===== src/rtl/line_buffer_feeder.sv =====
// Raster-order feeder from feature-map RAM into the convolver's 3x3 line buffer.
// Read data passes straight through when the convolver accepts it; a one-entry skid holds it otherwise.
module line_buffer_feeder #(
    parameter int DATA_W = 16,
    parameter int ADDR_W = 16,
    parameter int DIM_W  = 9
) (
    input  logic              clk,
    input  logic              rst,
    input  logic              start,
    input  logic [ADDR_W-1:0] base_addr,
    input  logic [DIM_W-1:0]  row_length,
    input  logic [DIM_W-1:0]  num_rows,
    input  logic              hold,
    output logic              mem_rd_en,
    output logic [ADDR_W-1:0] mem_rd_addr,
    input  logic [DATA_W-1:0] mem_rd_data,
    output logic [DATA_W-1:0] lb_inp,
    output logic              lb_shifting,
    output logic              lb_reset,
    output logic [DIM_W-1:0]  lb_row_length,
    output logic              window_valid,
    output logic              busy,
    output logic              done,
    output logic              cfg_err
);

    localparam int IDX_W = 2 * DIM_W;

    typedef enum logic [2:0] {
        S_IDLE,
        S_CLEAR,
        S_STREAM,
        S_DRAIN,
        S_DONE
    } state_e;

    state_e              state_q, state_d;
    logic [ADDR_W-1:0]   base_q;
    logic [DIM_W-1:0]    cols_q, rows_q;
    logic                bad_q;
    logic [IDX_W-1:0]    last_idx_q, rd_idx_q;
    logic                rd_pend_q;
    logic [DATA_W-1:0]   pix_q;
    logic                pix_v_q, pix_v_d;
    logic [DIM_W-1:0]    row_q, col_q;
    logic                win_q, win_d;

    logic rd_fire, shift, cfg_bad, last_pix, last_col;

    assign cfg_bad  = (row_length < DIM_W'(3)) || (num_rows < DIM_W'(3));
    assign rd_fire  = (state_q == S_STREAM) && !hold;
    // A pixel is available either from the read issued last cycle or from the skid entry.
    assign shift    = (rd_pend_q || pix_v_q) && !hold;
    assign last_col = (col_q == cols_q - DIM_W'(1));
    assign last_pix = shift && last_col && (row_q == rows_q - DIM_W'(1));
    assign pix_v_d  = (rd_pend_q || pix_v_q) && hold;
    assign win_d    = shift && (row_q >= DIM_W'(2)) && (col_q >= DIM_W'(2));

    always_ff @(posedge clk or negedge rst) begin
        if (!rst) begin
            state_q <= S_IDLE;
        end else begin
            state_q <= state_d;
        end
    end

    always_comb begin
        state_d = state_q;
        case (state_q)
            S_IDLE:   if (start) state_d = cfg_bad ? S_DONE : S_CLEAR;
            S_CLEAR:  state_d = S_STREAM;
            S_STREAM: if (rd_fire && (rd_idx_q == last_idx_q)) state_d = S_DRAIN;
            S_DRAIN:  if (last_pix) state_d = S_DONE;
            S_DONE:   state_d = S_IDLE;
            default:  state_d = S_IDLE;
        endcase
    end

    always_comb begin
        mem_rd_en     = rd_fire;
        mem_rd_addr   = base_q + ADDR_W'(rd_idx_q);
        lb_inp        = rd_pend_q ? mem_rd_data : pix_q;
        lb_shifting   = shift;
        lb_reset      = (state_q == S_CLEAR);
        lb_row_length = cols_q;
        window_valid  = win_q;
        busy          = (state_q != S_IDLE);
        done          = (state_q == S_DONE);
        cfg_err       = (state_q == S_DONE) && bad_q;
    end

    always_ff @(posedge clk or negedge rst) begin
        if (!rst) begin
            base_q     <= '0;
            cols_q     <= '0;
            rows_q     <= '0;
            bad_q      <= 1'b0;
            last_idx_q <= '0;
            rd_idx_q   <= '0;
            rd_pend_q  <= 1'b0;
            pix_q      <= '0;
            pix_v_q    <= 1'b0;
            row_q      <= '0;
            col_q      <= '0;
            win_q      <= 1'b0;
        end else begin
            if ((state_q == S_IDLE) && start) begin
                base_q     <= base_addr;
                cols_q     <= row_length;
                rows_q     <= num_rows;
                bad_q      <= cfg_bad;
                last_idx_q <= IDX_W'(row_length) * IDX_W'(num_rows) - IDX_W'(1);
            end
            if (state_q == S_CLEAR) begin
                rd_idx_q <= '0;
            end else if (rd_fire) begin
                rd_idx_q <= rd_idx_q + IDX_W'(1);
            end
            rd_pend_q <= rd_fire;
            if (rd_pend_q) begin
                pix_q <= mem_rd_data;
            end
            pix_v_q <= pix_v_d;
            if (state_q == S_CLEAR) begin
                row_q <= '0;
                col_q <= '0;
            end else if (shift) begin
                if (last_col) begin
                    col_q <= '0;
                    row_q <= row_q + DIM_W'(1);
                end else begin
                    col_q <= col_q + DIM_W'(1);
                end
            end
            win_q <= win_d;
        end
    end

endmodule


===== config.mk =====
export PLATFORM = sky130hd
export DESIGN_NAME = line_buffer_feeder
export DESIGN_NICKNAME = d
export VERILOG_FILES = /design/src/rtl/line_buffer_feeder.sv
export SDC_FILE = /design/constraint.sdc
export NUM_CORES = 1
export LEC_CHECK = 0
export CAP_MARGIN = 0
export CORE_MARGIN = 2
export CORE_UTILIZATION = 40
export CTS_CLUSTER_SIZE = 10
export DETAILED_ROUTE_END_ITERATION = 8
export GPL_TIMING_DRIVEN = 1
export REMOVE_ABC_BUFFERS = 1
export SLEW_MARGIN = 20
export SYNTH_ARGS = -nofsm -noshare
export SYNTH_HDL_FRONTEND = slang
export SYNTH_SLANG_ARGS = --single-unit

===== constraint.sdc =====
create_clock -name clk -period 2.57 [get_ports clk]
set_input_delay 0.3855 -clock clk [delete_from_list [all_inputs] [get_ports clk]]
set_output_delay 0.3855 -clock clk [all_outputs]
set_load 0.1 [all_outputs]

# Word level (Yosys, flattened, before mapping)
# Cells that the tools add are included.
# word_totals
wordCells	69
rom_bits	0
inputBits	54
latchBits	0
memories	0
out_inout_bits	48
mem_bits_rw	0
reg_bits	111
# classes
div	0
order_cmp	4
addsub	7
shifts	0
eq_ne	10
mul	1
bitwise	0
reduce_logical	20
mux	14
# op_table
op	n
2-to-1 mux 9 bit	6
2-to-1 mux 18 bit	2
adder 18 x 1 -> 18 bit (second input constant)	1
adder 9 x 1 -> 9 bit (second input constant)	2
== test 18 bit	1
== test 9 bit	2
>= comparator 9 x 2 -> 1 bit (second input constant)	2
less-than comparator 9 x 2 -> 1 bit (second input constant)	2
multiplier 9 x 9 -> 18 bit	1
subtractor 18 x 1 -> 18 bit (second input constant)	1
subtractor 9 x 1 -> 9 bit (second input constant)	2
adder 16 bit	1
2-to-1 mux 16 bit	1
2-to-1 mux 3 bit	4
case mux 3 bit (4 select lines)	1
logical AND 1 bit	10
== test 3 x 2 -> 1 bit (second input constant)	2
nonzero test 2 bit	3
inequality test 2 bit (second input constant)	2
== test 3 x 1 -> 1 bit (second input constant)	1
== test 3 bit (second input constant)	1
zero test 3 bit	1
AND reduction 3 bit	1
nonzero test 3 bit	1
other kinds (4)	5

# Depth between registers and ports, before layout
# Gate-level depths: netlist of run 1.
# logic_depth
ltp_word	6
mapped_depth	18
depth_no_buf	17

# Worst setup path after synthesis of run 1
# OpenSTA, ideal clock, no wires.
# synth_path
kind	input-to-reg
from	input port row_length[5]
to	register last_idx_q[16]
setup_ns	0.133
n_path_buf	1
arrival_ns	4.952
required_ns	2.437
path_slack_ns	-2.515
stages	18
cell_sequence	clkbuf_1 nand2_1 fa_1 inv_1 fa_1 fa_1 fa_1 inv_1 fa_1 inv_1 ha_1 a21o_1 a21o_1 a41oi_1 a22oi_1 a221oi_1 xor2_1 o21ai_0
# synth_via
elab_chain_cells	2
# synth_rtl
element	line	rtl
from (decl)	12	input logic [DIM_W-1:0] row_length,
multiplier 9 x 9 -> 18 bit	113	last_idx_q <= IDX_W'(row_length) * IDX_W'(num_rows) - IDX_W'(1);
subtractor 18 x 1 -> 18 bit	113	
to (signal assigned)	113	
to (decl)	42	logic [IDX_W-1:0] last_idx_q, rd_idx_q;
# No other way between the ends.
# A chain may end at the register's enable or synchronous reset.

# Worst setup path after layout of run 1
# layout_path
from	input port row_length[6]
to	register last_idx_q[16]
# The elaborated chain is that of the path after synthesis.

==> summary.txt, run 1 <==
Route
  • Remaining antenna violation count: 0
  • Mean number of vias per cell: 5.04
  • Number of DRC markers after the initial detailed-route iteration: 351
  • Average detailed-routed wire length per instance: 14.7 um
  • Vias post-DR: 7712
  • Remaining DRCs: 0
  • Wire length reported by the detailed router: 22500 um
  • Number of detailed-route iterations in the first pass: 7

Timing
  • Final Critical Period: 4.38 ns
  • Pin slew with the least headroom to its limit: 0.711 ns
  • Hold violation total from the final report: 0
  • Unrepaired setup endpoints after global routing: yes
  • Max Fclk: 0.228 GHz
  • Post-route clock skew: 0.00919 ns
  • Slew Viols, Final: 0
  • Final setup slack of the worst path: -1.81 ns
  • Count of endpoints failing setup in the final report: 30
  • Worst slew slack as a fraction of its limit: 52.6%
  • Share of the cycle needed by the critical path after routing: 171%

Finish
  • Highest-count cells in the layout ignoring fill and taps: 180 x nand2_1, 171 x buf_4, 111 x dfrtp_1
  • Final cell count without fillers: 1530
  • Number of fill cells in the layout: 1996
  • Fraction of final layout cells with drive strength greater than 1: 29.8%
  • Diode count: 0
  • Count of nets after finishing: 1423
  • Area delta synth->final: 40.1%
  • Leading cell type in the layout, fill and taps excluded: nand2_1
  • Finished layout cell area: 12700 sq um

Clock network
  • CTS Buffer Depth: 2
  • Clock tree root driver cell: clkbuf_16
  • Clock Sinks: 111
  • H-Tree Depth: 3
  • Clock latency on the worst-skew pair: 0.36 ns
  • CTS tree: built
  • Clock-pin slew on the worst setup and hold paths: 0.07 ns
  • Number of buffers inserted during clock tree synthesis: 9

Global route
  • Number of antenna violations at the first check in global routing: 0
  • Global-route usage over all layers: 19.1%
  • Vias in the first global route: 7733
  • GRT Residual Overflow: 0
  • Global-route wire length before repair: 37400 um
  • Pin count of the biggest net entering global routing: 52

Power
  • Power density over the cells: 979 nW/um^2
  • Standby leakage power: 6.20 nW
  • Peak ir drop on the vdd network: 666 uV

Flow run
  • Max cap viols: 0

Placed design
  • PortBufs: 101
  • Final HPWL from detailed placement: 17400 um
  • Worst slack, placed: -3.07 ns
  • Weighted congestion at the end of routability-driven global placement: 0.837
  • Placed Instances: 1490
  • Instance area after placement: 11400 sq um

Worst setup path
  • Cell seen most often among critical-path stages: fa_1
  • Signal arrival time at the worst endpoint: 4.63 ns
  • Required arrival time at the worst endpoint: 2.81 ns
  • CP max-delay cell: fa_1
  • Cell count along the critical path: 18
  • Crit path cell chain: buf_8 -> nand2_4 -> fa_1 -> inv_2 -> fa_1 -> fa_1 -> fa_1 -> inv_1 -> fa_1 -> inv_2 -> ha_4 -> a21o_1 -> a21o_1 -> a41oi_2 -> a22oi_2 -> a221oi_2 -> xor2_1 -> o21ai_1
  • Critical path capture point type: flop
  • Delay-heaviest family, CP: adder cells
  • Sum of buffers and inverters on the critical path: 4
  • R2R Path End: row_q[6]$_DFFE_PN0P_
  • CP Launch Point: row_length[6]
  • Worst flop-to-flop path startpoint: lb_row_length[3]$_DFFE_PN0P_
  • Longest individual stage delay on the worst path: 0.56 ns
  • Critical path peak fanout: 4
  • Sort of element at the start of the critical path: primary input
  • Critical path endpoint: last_idx_q[16]$_DFFE_PN0P_
  • Register-to-register path setup slack: -0.08 ns
  • Worst R2R Path Depth: 7
  • Crit Path Category: in -> reg

Yosys
  • Synth Instances: 1014
  • Mean instance size in the synthesized netlist: 8.93 sq um
  • Share of flip-flops with an asynchronous set or reset: 100%
  • Post-synthesis cell type count: 54
  • Flops & latches, synth: 111
  • Synthesis Warnings: 0
  • Synth Flop Type: dfrtp_1
  • Number of enable flip-flop cells after synthesis: 0
  • Post-synth design cell area: 9050 sq um
  • Portion of the post-synthesis area used by sequential elements: 30.7%

Worst hold path
  • Worst hold path class: in -> async

Floorplanning
  • Top-level I/O count: 102
  • Width of the die: 154 um
  • Core area: 22400 sq um
  • Effective utilization at floorplan: 40.4%
  • Core Rows: 55
  • Die height: 154 um
  • Die footprint: 23900 sq um

Status
  • Violated checks: negative setup slack
  • Run status: finished with violations
## how the worst min path moves through the flow
stage / slack (ns) / endpoint
after floorplan: 0.09 / bad_q$_DFFE_PN0P_
after CTS: 0.09 / base_q[0]$_DFFE_PN0P_
after global placement: 0.47 / base_q[14]$_DFFE_PN0P_
after detailed placement: 0.47 / base_q[13]$_DFFE_PN0P_
after global routing: 0.12 / base_q[0]$_DFFE_PN0P_
final: 0.06 / base_q[0]$_DFFE_PN0P_
## synth_stat cells, drive strengths merged (4+ instances only)
library cell  instances  area (sq um)
nand2               191           717
dfrtp               111          2780
inv                  89           334
ha                   75           938
xor2                 55           482
fa                   54          1080
nor2                 53           199
o21ai                46           230
clkbuf               42           158
and2                 39           244
xnor2                36           315
a21oi                22           110
nor3                 22           110
nand4                19           119
mux2                 16           180
nor4                 13          81.3
and3                 12          75.1
nand3                11          60.1
a21o                 10          75.1
a211oi                9          67.6
o21a                  8          60.1
or3                   8          60.1
nand2b                7          43.8
a31oi                 6          37.5
nor2b                 6          37.5
and4                  5          43.8
buf                   4          17.5
o41ai                 4          35.0
## worst reg2reg max path, cell delays in order (launching register included)
cell       delay (ns)
dfrtp_1          0.39
or3_4            0.39
or3_4            0.38
a2111oi_4        0.42
and3_4           0.27
nand4_1          0.15
o31a_2           0.37
o21a_1           0.16
## per-stage QoR
| step | util, % | setup TNS [ns] | hold WS, ns | power (mW) |
|---|---|---|---|---|
| after CTS | 54.7 | -24.86 | 0.0933 | 12.1 |
| after floorplan | - | -77.31 | 0.0899 | 7.11 |
| after global routing | 56.5 | -30.07 | 0.122 | 13.3 |
| after detailed placement | 50.9 | -39.21 | 0.472 | 9.45 |
| final | 56.5 | -25.65 | 0.0649 | 12.4 |
| after global placement | 50.9 | -38.57 | 0.470 | 9.40 |
## cell type report
| class | count | area [sq um] | share of cell area (%) |
|---|---|---|---|
| clock inverter | 6 | 91.3 | 0.720 |
| multi-input combinational | 767 | 6410 | 50.5 |
| timing repair buffer | 261 | 2480 | 19.6 |
| tap | 285 | 357 | 2.81 |
| clock buffer | 10 | 229 | 1.81 |
| sequential | 111 | 2780 | 21.9 |
| inverter | 90 | 338 | 2.66 |
## registers in the layout (all words and copies together) (netlist names), 3 cells and up
signal and count:
base_q 16, col_q 9, last_idx_q 18, lb_row_length 9, pix_q 16, rd_idx_q 18, row_q 9, rows_q 9
state_q 3
## routing by layer
layer	global-route usage (%)	up-vias	routed length, um
met5	0	-	0
met4	5.60	0	321
met3	2.27	22	729
met2	31.0	138	10700
met1	27.0	3728	10800
li1	-	3824	-
## where the power goes
group          total (mW)  switching (mW)  internal (mW)  leakage [nW]
Sequential           2.20           0.200           2.00          1.43
Combinational        8.69            4.93           3.76          4.61
Clock                1.52           0.659          0.862         0.157
Total                12.4            5.79           6.62          6.20
## cells by family after synthesis
kind of cell / Yosys count / synth area share (%)
buffers and inverters: 136 / 5.67
xor gates and xnor gates: 91 / 8.80
adders and majority gates: 129 / 22.3
and+or+nand+nor: 397 / 20.7
AOI/OAI and AO/OA: 132 / 9.60
DFF: 111 / 30.7
muxes: 18 / 2.21
## repair_timing
action,in CTS,in global routing
setup buffers,17,11
hold endpoints to repair,0,0
endpoints found under the setup margin,32,37
resized for setup,190,69
hold buffers,0,0
pin swaps,86,51
No activity file was read; power rests on OpenSTA's default activity.
==> run 2: changes to the inputs <==
--- a/config.mk
+++ b/config.mk
@@ -8,6 +8,7 @@
 export CAP_MARGIN = 0
 export CORE_MARGIN = 2
 export CORE_UTILIZATION = 40
+export CTS_BUF_LIST = sky130_fd_sc_hd__clkbuf_8
 export CTS_CLUSTER_SIZE = 10
 export DETAILED_ROUTE_END_ITERATION = 8
 export GPL_TIMING_DRIVEN = 1
==> run 2 against run 1 <==
The run still ends with negative setup slack left. Die area did not move. Sequential share of layout area rose by 0.27 points. Flip-flop and latch count did not move. Fmax rose by 0.58%. Critical path depth did not move. Global-route usage fell by 0.18 points. Largest power group unchanged.
==> summary.txt, run 2 (synthesized netlist as in run 1, its figures left out) <==
Placed design
  • PortBufs: 101 (unchanged)
  • Weighted congestion at the end of routability-driven global placement: 0.837 (unchanged)
  • Instance area after placement: 11400 sq um (unchanged)
  • Final HPWL from detailed placement: 17400 um (unchanged)
  • Placed Instances: 1490 (unchanged)

Route
  • Mean number of vias per cell: 5.01 (was 5.04)
  • Number of detailed-route iterations in the first pass: 5 (was 7)
  • Wire length reported by the detailed router: 22400 um (was 22500 um)
  • Met3 wire len: 816 um (was 729 um)
  • Total met2 wirelength after detailed routing: 10600 um (was 10700 um)
  • Average detailed-routed wire length per instance: 14.6 um (was 14.7 um)
  • Uppermost metal layer occupied by signal nets: met4 (unchanged)
  • Number of DRC markers after the initial detailed-route iteration: 289 (was 351)
  • Vias post-DR: 7661 (was 7712)
  • Length of routed wiring on met1: 10700 um (was 10800 um)
  • Remaining DRCs: 0 (unchanged)
  • Remaining antenna violation count: 0 (unchanged)

Floorplanning
  • Core Rows: 55 (unchanged)
  • Top-level I/O count: 102 (unchanged)
  • Core area: 22400 sq um (unchanged)
  • Die footprint: 23900 sq um (unchanged)
  • Die height: 154 um (unchanged)
  • Width of the die: 154 um (unchanged)
  • Effective utilization at floorplan: 40.4% (unchanged)

Worst setup path
  • R2R Path End: row_q[6]$_DFFE_PN0P_ (unchanged)
  • Critical path capture point type: flop (unchanged)
  • Critical path peak fanout: 4 (unchanged)
  • Worst flop-to-flop path startpoint: lb_row_length[3]$_DFFE_PN0P_ (unchanged)
  • Required arrival time at the worst endpoint: 2.84 ns (was 2.81 ns)
  • Sort of element at the start of the critical path: primary input (unchanged)
  • Register-to-register path setup slack: -0.06 ns (was -0.08 ns)
  • Worst R2R Path Depth: 7 (unchanged)
  • Crit Path Category: in -> reg (unchanged)
  • Signal arrival time at the worst endpoint: 4.63 ns (about the same)

Clock network
  • Clock tree root driver cell: clkbuf_8 (was clkbuf_16)
  • Clock-pin slew on the worst setup and hold paths: 0.10 ns (was 0.07 ns)
  • Number of buffers inserted during clock tree synthesis: 9 (unchanged)
  • Post-cts hold buffer count: 0 (unchanged)
  • Clock Sinks: 111 (unchanged)
  • CTS tree: built (unchanged)
  • H-Tree Depth: 3 (unchanged)
  • CTS Buffer Depth: 2 (unchanged)
  • Clock latency on the worst-skew pair: 0.38 ns (was 0.36 ns)

Global route
  • Global-route wire length before repair: 37200 um (was 37400 um)
  • Pin count of the biggest net entering global routing: 52 (unchanged)
  • Vias in the first global route: 7706 (was 7733)
  • GRT Residual Overflow: 0 (unchanged)
  • Number of antenna violations at the first check in global routing: 0 (unchanged)
  • Global-route usage over all layers: 18.9% (was 19.1%)

Timing
  • Slew Viols, Final: 0 (unchanged)
  • Final Critical Period: 4.36 ns (was 4.38 ns)
  • Post-route clock skew: 0.0113 ns (was 0.00919 ns)
  • Final TNS setup: -24.94 ns (was -25.65 ns)
  • Unrepaired setup endpoints after global routing: yes (unchanged)
  • Share of the cycle needed by the critical path after routing: 170% (was 171%)
  • Count of endpoints failing setup in the final report: 29 (was 30)
  • Final setup slack of the worst path: -1.79 ns (was -1.81 ns)
  • Hold violation total from the final report: 0 (unchanged)
  • Max Fclk: 0.229 GHz (was 0.228 GHz)
  • Pin slew with the least headroom to its limit: 0.714 ns (was 0.711 ns)
  • Worst slew slack as a fraction of its limit: 51.2% (was 52.6%)

Worst hold path
  • Worst hold path class: in -> async (unchanged)

Finish
  • Count of nets after finishing: 1421 (was 1423)
  • Leading cell type in the layout, fill and taps excluded: nand2_1 (unchanged)
  • Registers with the most flip-flops: last_idx_q (18), rd_idx_q (18) (unchanged)
  • Area delta synth->final: 38.4% (was 40.1%)
  • Final cell count without fillers: 1528 (was 1530)
  • Finished layout cell area: 12500 sq um (was 12700 sq um)
  • Fraction of final layout cells with drive strength greater than 1: 29.3% (was 29.8%)
  • Diode count: 0 (unchanged)
  • Highest-count cells in the layout ignoring fill and taps: 180 x nand2_1, 168 x buf_4, 111 x dfrtp_1 (was 180 x nand2_1, 171 x buf_4, 111 x dfrtp_1)

Power
  • Peak ir drop on the vdd network: 665 uV (was 666 uV)
  • Standby leakage power: 6.15 nW (was 6.20 nW)
  • Power density over the cells: 954 nW/um^2 (was 979 nW/um^2)

Status
  • Violated checks: negative setup slack (unchanged)
  • Run status: finished with violations (unchanged)

Flow run
  • Max cap viols: 0 (unchanged)
-- run 2: cell types whose count changed in the layout (fill, tap and decap cells not counted), sizes merged --
cell and delta:
inv +1, buf -2, clkbuf -1
-- run 2: repair_timing --
item | in CTS | in global routing
resized for setup | 189 | 61
endpoints found under the setup margin | 33 | 37
buffers inserted | 18 | 8
pin swaps | 86 | 40
-- run 2: how the worst max path moves through the flow --
stage / end / slack, ns / from / depth (start not counted)
final: last_idx_q[16]$_DFFE_PN0P_ / -1.79 / row_length[6] / 18
after global routing: last_idx_q[16]$_DFFE_PN0P_ / -1.95 / row_length[3] / 19
after CTS: last_idx_q[16]$_DFFE_PN0P_ / -1.79 / row_length[3] / 18
after detailed placement: last_idx_q[16]$_DFFE_PN0P_ / -3.07 / row_length[5] / 18
after global placement: last_idx_q[16]$_DFFE_PN0P_ / -2.90 / num_rows[3] / 18
after floorplan: last_idx_q[16]$_DFFE_PN0P_ / -2.29 / num_rows[6] / 16
-- run 2: layout make-up --
class	count	area, sq um
timing repair buffer	259	2470
clock buffer	9	124
inverter	90	338
multi-input combinational	767	6370
sequential	111	2780
clock inverter	7	95.1
fill	2019	9910
tap	285	357
-- run 2: power by group --
| group | leakage (nW) | internal [mW] | switching, mW |
|---|---|---|---|
| sequential | 1.43 | 2.00 | 0.198 |
| combinational | 4.60 | 3.73 | 4.87 |
| clock | 0.115 | 0.553 | 0.612 |
| total | 6.15 | 6.28 | 5.68 |
-- run 2: routing by layer --
metal	up-vias	GRT usage, %
met2	144	30.8
met5	-	0
met1	3684	27.0
met3	20	2.35
met4	0	4.59
li1	3813	-
-- run 2: worst max-delay path, stage by stage --
cell	delay [ns]
buf_8	0.08
nand2_4	0.04
fa_1	0.56
inv_2	0.05
fa_1	0.50
fa_1	0.51
fa_1	0.52
inv_1	0.05
fa_1	0.49
inv_2	0.05
ha_4	0.21
a21o_1	0.17
a21o_1	0.16
a41oi_2	0.20
a22oi_2	0.11
a221oi_2	0.28
xor2_1	0.19
o21ai_1	0.09
-- run 2: stage by stage --
| stage | power, mW | hold slack [ns] | setup WS [ns] | util, % |
|---|---|---|---|---|
| finish | 12.0 | 0.0170 | -1.79 | 55.8 |
| CTS | 11.8 | 0.0512 | -1.79 | 54.4 |
| detailed placement | 9.45 | 0.472 | -3.07 | 50.9 |
| global route | 12.8 | 0.0746 | -1.95 | 55.8 |
| global placement | 9.40 | 0.470 | -2.90 | 50.9 |
| floorplan | 7.11 | 0.0899 | -2.29 | - |
